--- src/rtl/multicore_pkg.sv ---
// Shared types and sizing for the multicore pipeline.
// Holds data/instruction widths, register-file sizing, load/store
// operation encodings and the EXE-stage ALU operation enum.
package multicore_pkg;

    localparam int unsigned DATA_SIZE  = 32;
    localparam int unsigned INST_SIZE  = 32;
    localparam int unsigned NUM_REGS   = 32;
    localparam int unsigned REG_ADDR_W = $clog2(NUM_REGS);

    typedef enum logic [2:0] {
        LDOP_LW  = 3'd0,
        LDOP_LH  = 3'd1,
        LDOP_LB  = 3'd2,
        LDOP_LHU = 3'd3,
        LDOP_LBU = 3'd4
    } t_ldop;

    typedef enum logic [1:0] {
        SOP_SW = 2'd0,
        SOP_SH = 2'd1,
        SOP_SB = 2'd2
    } t_sop;

    typedef enum logic [4:0] {
        ALU_NOP    = 5'd0,
        ALU_ADD    = 5'd1,
        ALU_SUB    = 5'd2,
        ALU_SLL    = 5'd3,
        ALU_SLT    = 5'd4,
        ALU_SLTU   = 5'd5,
        ALU_XOR    = 5'd6,
        ALU_SRL    = 5'd7,
        ALU_SRA    = 5'd8,
        ALU_OR     = 5'd9,
        ALU_AND    = 5'd10,
        ALU_LUI    = 5'd11,
        ALU_MUL    = 5'd12,
        ALU_MULH   = 5'd13,
        ALU_MULHSU = 5'd14,
        ALU_MULHU  = 5'd15,
        ALU_DIV    = 5'd16,
        ALU_DIVU   = 5'd17,
        ALU_REM    = 5'd18,
        ALU_REMU   = 5'd19
    } t_aluop;

    function automatic logic is_muldiv(input t_aluop op);
        return op inside {ALU_MUL, ALU_MULH, ALU_MULHSU, ALU_MULHU,
                          ALU_DIV, ALU_DIVU, ALU_REM, ALU_REMU};
    endfunction

endpackage

--- src/rtl/muldiv_unit.sv ---
// Iterative RV32M multiply/divide unit.
// Operands are captured as magnitudes plus sign flags, then one
// shift-add (mul) or restoring-subtract (div) step runs per cycle for
// MULDIV_CYCLES cycles; the sign fix-up is applied on the way out.
// Ports:
//   clk      clock
//   rst      asynchronous active-low reset (wired to the core's i_areset_n)
//   i_start  an M op is presented; accepted only when idle
//   i_op     operation select
//   i_a/i_b  operands (rs1/rs2)
//   i_kill   abort whatever is in progress, return to idle
//   i_ack    result consumed while done
//   o_busy   operation pending (combinational)
//   o_done   result valid
//   o_result sign-fixed result
module muldiv_unit
    import multicore_pkg::*;
#(
    parameter int unsigned MULDIV_CYCLES = 32
) (
    input  logic                 clk,
    input  logic                 rst,
    input  logic                 i_start,
    input  t_aluop               i_op,
    input  logic [DATA_SIZE-1:0] i_a,
    input  logic [DATA_SIZE-1:0] i_b,
    input  logic                 i_kill,
    input  logic                 i_ack,
    output logic                 o_busy,
    output logic                 o_done,
    output logic [DATA_SIZE-1:0] o_result
);

    localparam int unsigned CW = $clog2(MULDIV_CYCLES);

    typedef enum logic [1:0] {S_IDLE, S_CALC, S_DONE} t_state;

    t_state               state;
    t_aluop               op_q;
    logic                 sa_q, sb_q;
    logic [DATA_SIZE-1:0] mb_q;
    logic [DATA_SIZE-1:0] acc_q;   // mul: product high half / div: remainder
    logic [DATA_SIZE-1:0] qr_q;    // mul: multiplier->product low / div: dividend->quotient
    logic [CW-1:0]        cnt_q;

    logic                 a_neg, b_neg, is_mul_q;
    logic [DATA_SIZE-1:0] a_mag, b_mag;
    logic [DATA_SIZE:0]   mul_sum, div_rs, div_diff;
    logic [2*DATA_SIZE-1:0] product, prod_fix;
    logic [DATA_SIZE-1:0] quot_fix, rem_fix;

    always_comb begin
        a_neg    = i_a[DATA_SIZE-1] && (i_op inside {ALU_MULH, ALU_MULHSU, ALU_DIV, ALU_REM});
        b_neg    = i_b[DATA_SIZE-1] && (i_op inside {ALU_MULH, ALU_DIV, ALU_REM});
        a_mag    = a_neg ? ('0 - i_a) : i_a;
        b_mag    = b_neg ? ('0 - i_b) : i_b;
        is_mul_q = op_q inside {ALU_MUL, ALU_MULH, ALU_MULHSU, ALU_MULHU};
        mul_sum  = {1'b0, acc_q} + (qr_q[0] ? {1'b0, mb_q} : '0);
        div_rs   = {acc_q, qr_q[DATA_SIZE-1]};
        div_diff = div_rs - {1'b0, mb_q};
    end

    // Divide-by-zero falls out naturally (all-ones quotient, remainder =
    // |dividend|); only the quotient negation must be suppressed for it.
    always_comb begin
        product  = {acc_q, qr_q};
        prod_fix = (sa_q ^ sb_q) ? ('0 - product) : product;
        quot_fix = ((sa_q ^ sb_q) && (mb_q != '0)) ? ('0 - qr_q) : qr_q;
        rem_fix  = sa_q ? ('0 - acc_q) : acc_q;
        case (op_q)
            ALU_MUL:                         o_result = prod_fix[DATA_SIZE-1:0];
            ALU_MULH, ALU_MULHSU, ALU_MULHU: o_result = prod_fix[2*DATA_SIZE-1:DATA_SIZE];
            ALU_DIV, ALU_DIVU:               o_result = quot_fix;
            ALU_REM, ALU_REMU:               o_result = rem_fix;
            default:                         o_result = '0;
        endcase
    end

    assign o_busy = !i_kill && (((state == S_IDLE) && i_start) || (state == S_CALC));
    assign o_done = (state == S_DONE);

    always_ff @(posedge clk or negedge rst) begin
        if (!rst) begin
            state <= S_IDLE;
            op_q  <= ALU_NOP;
            sa_q  <= 1'b0;
            sb_q  <= 1'b0;
            mb_q  <= '0;
            acc_q <= '0;
            qr_q  <= '0;
            cnt_q <= '0;
        end else if (i_kill) begin
            state <= S_IDLE;
        end else begin
            case (state)
                S_IDLE: if (i_start) begin
                    op_q  <= i_op;
                    sa_q  <= a_neg;
                    sb_q  <= b_neg;
                    mb_q  <= b_mag;
                    acc_q <= '0;
                    qr_q  <= a_mag;
                    cnt_q <= '0;
                    state <= S_CALC;
                end
                S_CALC: begin
                    if (is_mul_q) begin
                        acc_q <= mul_sum[DATA_SIZE:1];
                        qr_q  <= {mul_sum[0], qr_q[DATA_SIZE-1:1]};
                    end else if (!div_diff[DATA_SIZE]) begin
                        acc_q <= div_diff[DATA_SIZE-1:0];
                        qr_q  <= {qr_q[DATA_SIZE-2:0], 1'b1};
                    end else begin
                        acc_q <= div_rs[DATA_SIZE-1:0];
                        qr_q  <= {qr_q[DATA_SIZE-2:0], 1'b0};
                    end
                    cnt_q <= cnt_q + 1'b1;
                    if (cnt_q == CW'(MULDIV_CYCLES - 1)) state <= S_DONE;
                end
                S_DONE: if (i_ack) state <= S_IDLE;
                default: state <= S_IDLE;
            endcase
        end
    end

endmodule

--- src/rtl/execute_stage.sv ---
// EXE pipeline stage: single-cycle RV32I ALU plus iterative RV32M
// through muldiv_unit, feeding the EXE/MEM pipeline registers.
// Ports:
//   i_aclk/i_areset_n  clock, asynchronous active-low reset
//   i_en               advance enable; i_flush kills the EXE instruction
//   i_rs1_data/i_rs2_data/i_imm/i_alusrc/i_aluop  operands and op select
//   i_pcplus4, i_rdest, i_mem_we, i_cu_memaccess, i_cu_regwrite,
//   i_ldop, i_sop, i_cu_memtoreg                  control pass-through
//   o_exe_out          registered result / memory address
//   o_mem_wdata        registered store data (rs2)
//   o_*                registered copies of the pass-through inputs
//   o_busy             multi-cycle op pending (combinational)
module execute_stage
    import multicore_pkg::*;
#(
    parameter int unsigned MULDIV_CYCLES = 32   // must equal DATA_SIZE
) (
    input  logic                  i_aclk,
    input  logic                  i_areset_n,
    input  logic                  i_en,
    input  logic                  i_flush,
    input  logic [DATA_SIZE-1:0]  i_rs1_data,
    input  logic [DATA_SIZE-1:0]  i_rs2_data,
    input  logic [DATA_SIZE-1:0]  i_imm,
    input  logic                  i_alusrc,
    input  t_aluop                i_aluop,
    input  logic [INST_SIZE-1:0]  i_pcplus4,
    input  logic [REG_ADDR_W-1:0] i_rdest,
    input  logic                  i_mem_we,
    input  logic                  i_cu_memaccess,
    input  logic                  i_cu_regwrite,
    input  t_ldop                 i_ldop,
    input  t_sop                  i_sop,
    input  logic [1:0]            i_cu_memtoreg,
    output logic [DATA_SIZE-1:0]  o_exe_out,
    output logic [DATA_SIZE-1:0]  o_mem_wdata,
    output logic [INST_SIZE-1:0]  o_pcplus4,
    output logic [REG_ADDR_W-1:0] o_rdest,
    output logic                  o_mem_we,
    output logic                  o_cu_memaccess,
    output logic                  o_cu_regwrite,
    output t_ldop                 o_ldop,
    output t_sop                  o_sop,
    output logic [1:0]            o_cu_memtoreg,
    output logic                  o_busy
);

    localparam int unsigned SHW = $clog2(DATA_SIZE);

    logic [DATA_SIZE-1:0] alu_b, alu_res, md_result;
    logic [SHW-1:0]       shamt;
    logic                 md_busy, md_done;

    assign alu_b = i_alusrc ? i_imm : i_rs2_data;
    assign shamt = alu_b[SHW-1:0];

    always_comb begin
        alu_res = '0;
        case (i_aluop)
            ALU_ADD:  alu_res = i_rs1_data + alu_b;
            ALU_SUB:  alu_res = i_rs1_data - alu_b;
            ALU_SLL:  alu_res = i_rs1_data << shamt;
            ALU_SLT:  alu_res = {{(DATA_SIZE-1){1'b0}}, ($signed(i_rs1_data) < $signed(alu_b))};
            ALU_SLTU: alu_res = {{(DATA_SIZE-1){1'b0}}, (i_rs1_data < alu_b)};
            ALU_XOR:  alu_res = i_rs1_data ^ alu_b;
            ALU_SRL:  alu_res = i_rs1_data >> shamt;
            ALU_SRA:  alu_res = $unsigned($signed(i_rs1_data) >>> shamt);
            ALU_OR:   alu_res = i_rs1_data | alu_b;
            ALU_AND:  alu_res = i_rs1_data & alu_b;
            ALU_LUI:  alu_res = alu_b;
            default:  alu_res = '0;
        endcase
    end

    muldiv_unit #(
        .MULDIV_CYCLES(MULDIV_CYCLES)
    ) u_muldiv (
        .clk      (i_aclk),
        .rst      (i_areset_n),
        .i_start  (is_muldiv(i_aluop)),
        .i_op     (i_aluop),
        .i_a      (i_rs1_data),
        .i_b      (i_rs2_data),
        .i_kill   (i_flush),
        .i_ack    (i_en),
        .o_busy   (md_busy),
        .o_done   (md_done),
        .o_result (md_result)
    );

    assign o_busy = md_busy;

    always_ff @(posedge i_aclk or negedge i_areset_n) begin
        if (!i_areset_n) begin
            o_exe_out      <= '0;
            o_mem_wdata    <= '0;
            o_pcplus4      <= '0;
            o_rdest        <= '0;
            o_mem_we       <= 1'b0;
            o_cu_memaccess <= 1'b0;
            o_cu_regwrite  <= 1'b0;
            o_ldop         <= LDOP_LW;
            o_sop          <= SOP_SW;
            o_cu_memtoreg  <= '0;
        end else if (i_flush || (i_en && md_busy)) begin
            // bubble: only the side-effect controls matter downstream
            o_mem_we       <= 1'b0;
            o_cu_memaccess <= 1'b0;
            o_cu_regwrite  <= 1'b0;
        end else if (i_en) begin
            o_exe_out      <= (md_done && is_muldiv(i_aluop)) ? md_result : alu_res;
            o_mem_wdata    <= i_rs2_data;
            o_pcplus4      <= i_pcplus4;
            o_rdest        <= i_rdest;
            o_mem_we       <= i_mem_we;
            o_cu_memaccess <= i_cu_memaccess;
            o_cu_regwrite  <= i_cu_regwrite;
            o_ldop         <= i_ldop;
            o_sop          <= i_sop;
            o_cu_memtoreg  <= i_cu_memtoreg;
        end
    end

endmodule
--- config.mk ---
export PLATFORM = sky130hd
export DESIGN_NAME = execute_stage
export DESIGN_NICKNAME = d
export VERILOG_FILES = /design/src/rtl/multicore_pkg.sv /design/src/rtl/muldiv_unit.sv /design/src/rtl/execute_stage.sv
export SDC_FILE = /design/constraint.sdc
export NUM_CORES = 2
export LEC_CHECK = 0
export BUFFER_PORTS_ARGS = -buffer_cell sky130_fd_sc_hd__buf_2
export CORE_AREA = 2 2 262 264
export CTS_BUF_LIST = sky130_fd_sc_hd__clkbuf_4 sky130_fd_sc_hd__clkbuf_8
export CTS_CLUSTER_SIZE = 20
export DETAILED_ROUTE_END_ITERATION = 8
export DIE_AREA = 0 0 264 266
export PLACE_DENSITY = 0.68
export SLEW_MARGIN = 5
export SYNTH_ARGS = -nofsm -noshare
export SYNTH_HDL_FRONTEND = slang
export SYNTH_SLANG_ARGS = --single-unit
export TNS_END_PERCENT = 10
--- constraint.sdc ---
create_clock -name i_aclk -period 3.2 [get_ports i_aclk]
set_clock_uncertainty 0.15 [all_clocks]
set_input_delay 0.32 -clock i_aclk [delete_from_list [all_inputs] [get_ports i_aclk]]
set_output_delay 0.32 -clock i_aclk [all_outputs]
set_load 0.005 [all_outputs]
Yosys cells after proc, flatten, opt, wreduce, memory -nomap -nowiden. Index checks and enable logic that the tools add are counted.

Flip-flop bits (word level): 221. Output and inout port bits: 112.

$add $sub $neg: 10. Magnitude comparators: 2. Equality and inequality tests: 34. Shifts and indexed selects: 3. Mux-type cells: 31. Bitwise gates (word level): 6. Reduce and logical (&&, ||, !) cells: 25.

Operators with widths (count): 32-bit two-way mux (12); 32-bit one-hot mux with 11 select lines (1); 32-bit one-hot mux with 2 select lines (2); 32-bit one-hot mux with 4 select lines (1); 1-bit by 32-bit subtractor with 32-bit output (first input constant) (4); 32-bit < comparator (2); 64-bit two-way mux (1); 1-bit by 64-bit subtractor with 64-bit output (first input constant) (1); 5-bit by 4-bit == test with 1-bit output (second input constant) (12); 5-bit == test (second input constant) (9); 32-bit by 33-bit adder with 33-bit output (1); 33-bit by 32-bit subtractor with 33-bit output (1); 32-bit adder (1); 32-bit AND (1); 32-bit bitwise OR (1); 32-bit nonzero test (1); 32-bit by 5-bit left shift with 32-bit output (1); 32-bit by 5-bit >> shifter with 32-bit output (1); 32-bit by 5-bit >>> shifter with 32-bit output (1); 32-bit subtractor (1); 32-bit bitwise XOR (1); 5-bit by 3-bit == test with 1-bit output (second input constant) (4); 5-bit by 2-bit == test with 1-bit output (second input constant) (2); 5-bit one-hot mux with 2 select lines (1); 25 further kinds (48).

Logic depth before layout (Yosys ltp).
Depth in word-level cells: 9. Mapped depth: 19. Gate-level depth less buffers: 15.

Modules after synthesis. A second synthesis with hierarchy kept.

Cell total of the unflattened synthesis: 3659. Area, all modules: 26190.1 um^2.

Modules (own cells, without submodules): execute_stage (times used 1, cells each 1911, area an instance 13655.6 um^2, seq. area each 2777.7 um^2); muldiv_unit (times used 1, cells each 1748, area an instance 12534.5 um^2, seq. area each 2752.6 um^2).

Least setup slack after synthesis. No wires, ideal clock.

Path type: input -> register. From: in i_alusrc. To: reg o_exe_out[24]. Setup time: 126 ps. Arrival: 4514 ps. Required time: 2924 ps. Setup slack: -1590 ps. Stages on the path: 19. Cells stage by stage: clkbuf_1 mux2i_1 inv_1 buf_1 buf_1 buf_1 ha_1 inv_1 fa_1 nand2b_1 a221oi_1 o211a_1 o31ai_1 a21oi_1 a221o_1 a21boi_0 xnor2_1 nor2_1 o32a_1.

Longest elaborated chain between the ends: 4. Elaborated cells on any way between the ends: 11. Those cells by class: add/sub: 2; shift: 3; mux: 3; bitwise: 3.

Ends and longest elaborated chain: from (decl) (RTL line execute_stage.sv:25) `input logic i_alusrc,`; 32-bit two-way mux * (RTL line execute_stage.sv:54) `assign alu_b = i_alusrc ? i_imm : i_rs2_data;`; 32-bit subtractor, or another cell as far along (RTL line execute_stage.sv:61) `ALU_SUB: alu_res = i_rs1_data - alu_b;`; 32-bit one-hot mux with 11 select lines * (RTL line execute_stage.sv:59) `case (i_aluop)`; 32-bit two-way mux * (RTL line execute_stage.sv:111) `o_exe_out <= (md_done && is_muldiv(i_aluop)) ? md_result : alu_res;`; to (signal assigned) (RTL line execute_stage.sv:111); to (decl) (RTL line execute_stage.sv:35) `output logic [DATA_SIZE-1:0] o_exe_out,`.

Mark *: on every way between the ends. The rest lies on a longest branch, timed or not. A chain may end at the register's enable or synchronous reset.

Worst setup path after layout.
From: reg u_muldiv.qr_q[21]. To: reg o_exe_out[29].

Longest elaborated chain between the ends: 4. Elaborated cells on any way between the ends: 6. Those cells by class: add/sub: 2; mux: 4.

Ends and longest elaborated chain: from (decl) (RTL line muldiv_unit.sv:43) `logic [DATA_SIZE-1:0] qr_q;`; from (signal assigned) (RTL line muldiv_unit.sv:102) `qr_q <= a_mag;`; from (signal assigned) (RTL line muldiv_unit.sv:109) `qr_q <= {mul_sum[0], qr_q[DATA_SIZE-1:1]};`; from (signal assigned) (RTL line muldiv_unit.sv:112) `qr_q <= {qr_q[DATA_SIZE-2:0], 1'b1};`; 1-bit by 64-bit subtractor with 64-bit output / 1-bit by 32-bit subtractor with 32-bit output (equally long branches) (RTL line muldiv_unit.sv:67, muldiv_unit.sv:68); 64-bit two-way mux / 32-bit two-way mux (equally long branches) (RTL line muldiv_unit.sv:67, muldiv_unit.sv:68); 32-bit one-hot mux with 4 select lines * (RTL line muldiv_unit.sv:70) `case (op_q)`; 32-bit two-way mux * (RTL line execute_stage.sv:111).

Marks and branches as above.

==> metrics.cfg <==
[run_status]
status=complete, but fails checks
failed_checks=negative setup slack

[finish]
drive_above_1_share=0.346
stdcell_count=5981
syn_to_final_growth_pct=50.4
final_common_cell=buf_4
fin_nets=5396
most-common-layout-cells=buf_4, nand2_1, nor2_1, o21ai_0, a21oi_1
fill_cells=6451

[critical_path]
cpMaxStageDelayCell=or4_4
worstPathCellList=or4_4 > buf_6 > buf_4 > or3_1 > or2_4 > nor2_1 > nor4_1 > a31oi_1 > buf_4 > a41oi_2 > buf_6 > a311oi_2 > a31oi_1
critPathArrivalTime_ps=3890
worstPathRequired_ps=3610
critPathTopFamily=simple AND/OR/NAND/NOR gates
path_buf_inv=4
startpoint_type=flip-flop
worstPathMaxFanout=5
critical_path_class=flip-flop to flip-flop
endpoint_kind=flip-flop
max_stage_delay_ps=560

[cts]
numCtsBuffers=47
cts.clk_slew.worst_paths_ps=60
clock_path_buffers=3
htreeDepth=2
cts_root_buf=clkbuf_8
clock-sinks=221
clk_latency_ps=690
cts_tree=done

[floorplanning]
dieArea_mm2=0.0702
fp-row-count=96
die_y_um=266
core_area_mm2=0.0677
start_util=0.396
pin_count=265
die_w_um=264

[power]
p_sw_frac=0.431
switching_power_uw=7390
vdd_drop_max_v=0.000345
p_per_area_mw_per_mm2=425
p_clk_frac=0.222
power.internal_uw=9740
seqPwrFrac=0.221
cellLeakagePower_uw=0.0191
power_frac_comb=0.557
power_uw=17100

[yosys]
ys_seq_area_frac=0.206
syn_area_per_cell_um2=7.04
syn_area_mm2=0.0268
synth_edf_count=0
yosys_register_bits=221
syn_nets=4144
synth.distinct_cells=84
synth_ff_type=dfrtp_1
yosysWarnings=0
syn_inst=3810
synthArstFlopShare=1.00

[global_routing]
grt_usage=0.433
grt_pass1_wl_um=226000
grt_pass1_vias=34400
antenna_found_initial=7
overflow=0
grt_max_degree=84

[timing]
period_share=1.09
grt_setup_unrepaired=true
slew_viol_final=0
relSlewSlack=0.426
timing.final.ws_setup_ps=-285
timing.fmax_ghz=0.287
post-route-min-period_ps=3480
hold_viol=0
setup_violations=38
tightest_slew_ps=858

[detailed_routing]
remaining_drc_errors=0
routed_wl_um=157000
drt.antenna.violating_nets=0
vias=35800
dr.pass1.iters=9
drt-vias-per-instance=5.98
drt_iter0_markers=4078
wl_per_cell_um=26.2

[placement]
place_hpwl_um=126000
gp_congestion=1.09
dp.cells=5778
io_buffers=264

[job]
drv_cap=0

[min_path]
hold_path_class=input pin to flip-flop

[through the flow]
step / setup slack [ps] / hold slack, ps / area, um^2 / utilization / setup TNS [ps]
floorplan: -539 / -126 / 27100 / - / -10160
global placement: -774 / 228 / 37000 / 0.546 / -30920
detailed placement: -772 / 235 / 37000 / 0.546 / -33100
CTS: -267 / 0.303 / 39400 / 0.582 / -5090
global route: -442 / 78.6 / 40300 / 0.595 / -11920
finish: -285 / 25.2 / 40300 / 0.595 / -5050
[metal layers]
metal	global-route usage	wire [um]	vias to the layer above
li1	-	-	16300
met3	0.105	15300	540
met4	0.292	13400	4
met1	0.521	59800	17000
met5	0	21	-
met2	0.687	68200	2021
[state kept, by name, summed over array words and instances (netlist names), 2 cells and up]
signal	flops
u_muldiv.cnt_q	5
o_rdest	5
o_cu_memtoreg	2
u_muldiv.qr_q	32
o_pcplus4	32
u_muldiv.acc_q	32
u_muldiv.state	2
o_mem_wdata	32
u_muldiv.mb_q	32
o_sop	2
o_ldop	3
o_exe_out	32
u_muldiv.op_q	5
[path summary, 6_finish.rpt]
path | start | to | slack [ps] | depth (start not counted)
setup / recovery | u_muldiv.qr_q[21] | o_exe_out[29] | -280 | 13
hold / removal | i_rs2_data[0] | u_muldiv.mb_q[0] | 30 | 4
setup reg to reg | u_muldiv.qr_q[21] | o_exe_out[29] | -280 | 13
hold reg to reg | o_pcplus4[29] | o_pcplus4[29] | 320 | 2
max in group asynchronous | i_areset_n | u_muldiv.mb_q[3] | 1960 | 3
min in group asynchronous | i_areset_n | u_muldiv.cnt_q[3] | 80 | 2
[area by class of cell]
type	count	area, um^2	area share
clock inverters	17	278	0.00689
repair buffers	1497	11200	0.278
well taps	882	1100	0.0274
multi-input cells	3133	20700	0.514
flip-flops and latches	221	5540	0.138
clock buffers	66	833	0.0207
diodes	3	7.51	0.000186
inverters	161	612	0.0152
repair inverters	1	5.00	0.000124
[worst reg2reg max path: stages (launching register included)]
cell	delay (ps)
dfrtp_1	370
or4_4	560
buf_6	140
buf_4	150
or3_1	410
or2_4	290
nor2_1	110
nor4_1	60
a31oi_1	240
buf_4	190
a41oi_2	150
buf_6	180
a311oi_2	250
a31oi_1	120
[Yosys cell counts (all sizes together) (49+ instances only)]
master | count | area share
nand2 | 646 | 0.090
nor2 | 343 | 0.048
o21ai | 326 | 0.061
a21oi | 292 | 0.055
clkbuf | 237 | 0.033
dfrtp | 221 | 0.21
ha | 177 | 0.083
inv | 157 | 0.022
xnor2 | 125 | 0.041
nand3 | 101 | 0.019
mux2i | 81 | 0.030
nor3 | 79 | 0.015
xor2 | 77 | 0.025
o211ai | 67 | 0.019
buf | 58 | 0.0099
a21o | 50 | 0.014
nor4 | 49 | 0.012
[logic make-up after synthesis]
kind of cell	Yosys count	synth area share
AND/OR/NAND/NOR	1437	0.240
AO/OA/AOI/OAI	1203	0.288
buffers and inverters	456	0.0657
flip-flops	221	0.206
XOR/XNOR	202	0.0660
adder cells (fa/ha/maj)	181	0.0856
multiplexers	110	0.0491
[timing repair]
action,CTS,global route
setup buffers,6,24
gates resized for setup,114,160
endpoints found under the setup margin,64,64
gates cloned,1,1
hold endpoints to repair,205,0
hold buffers,86,0
pin swaps,25,51
[power by group through the flow]
stage	registers [uW]	logic, uW	clock network [uW]
6_report	3790	9540	3800
5_1_grt	3830	10200	3930
4_1_cts	3740	8980	3830
3_5_place_dp	3760	8720	0
3_3_place_gp	3760	8670	0
2_1_floorplan	3650	4160	0
Note: power is estimated with default switching activity, not from simulation.
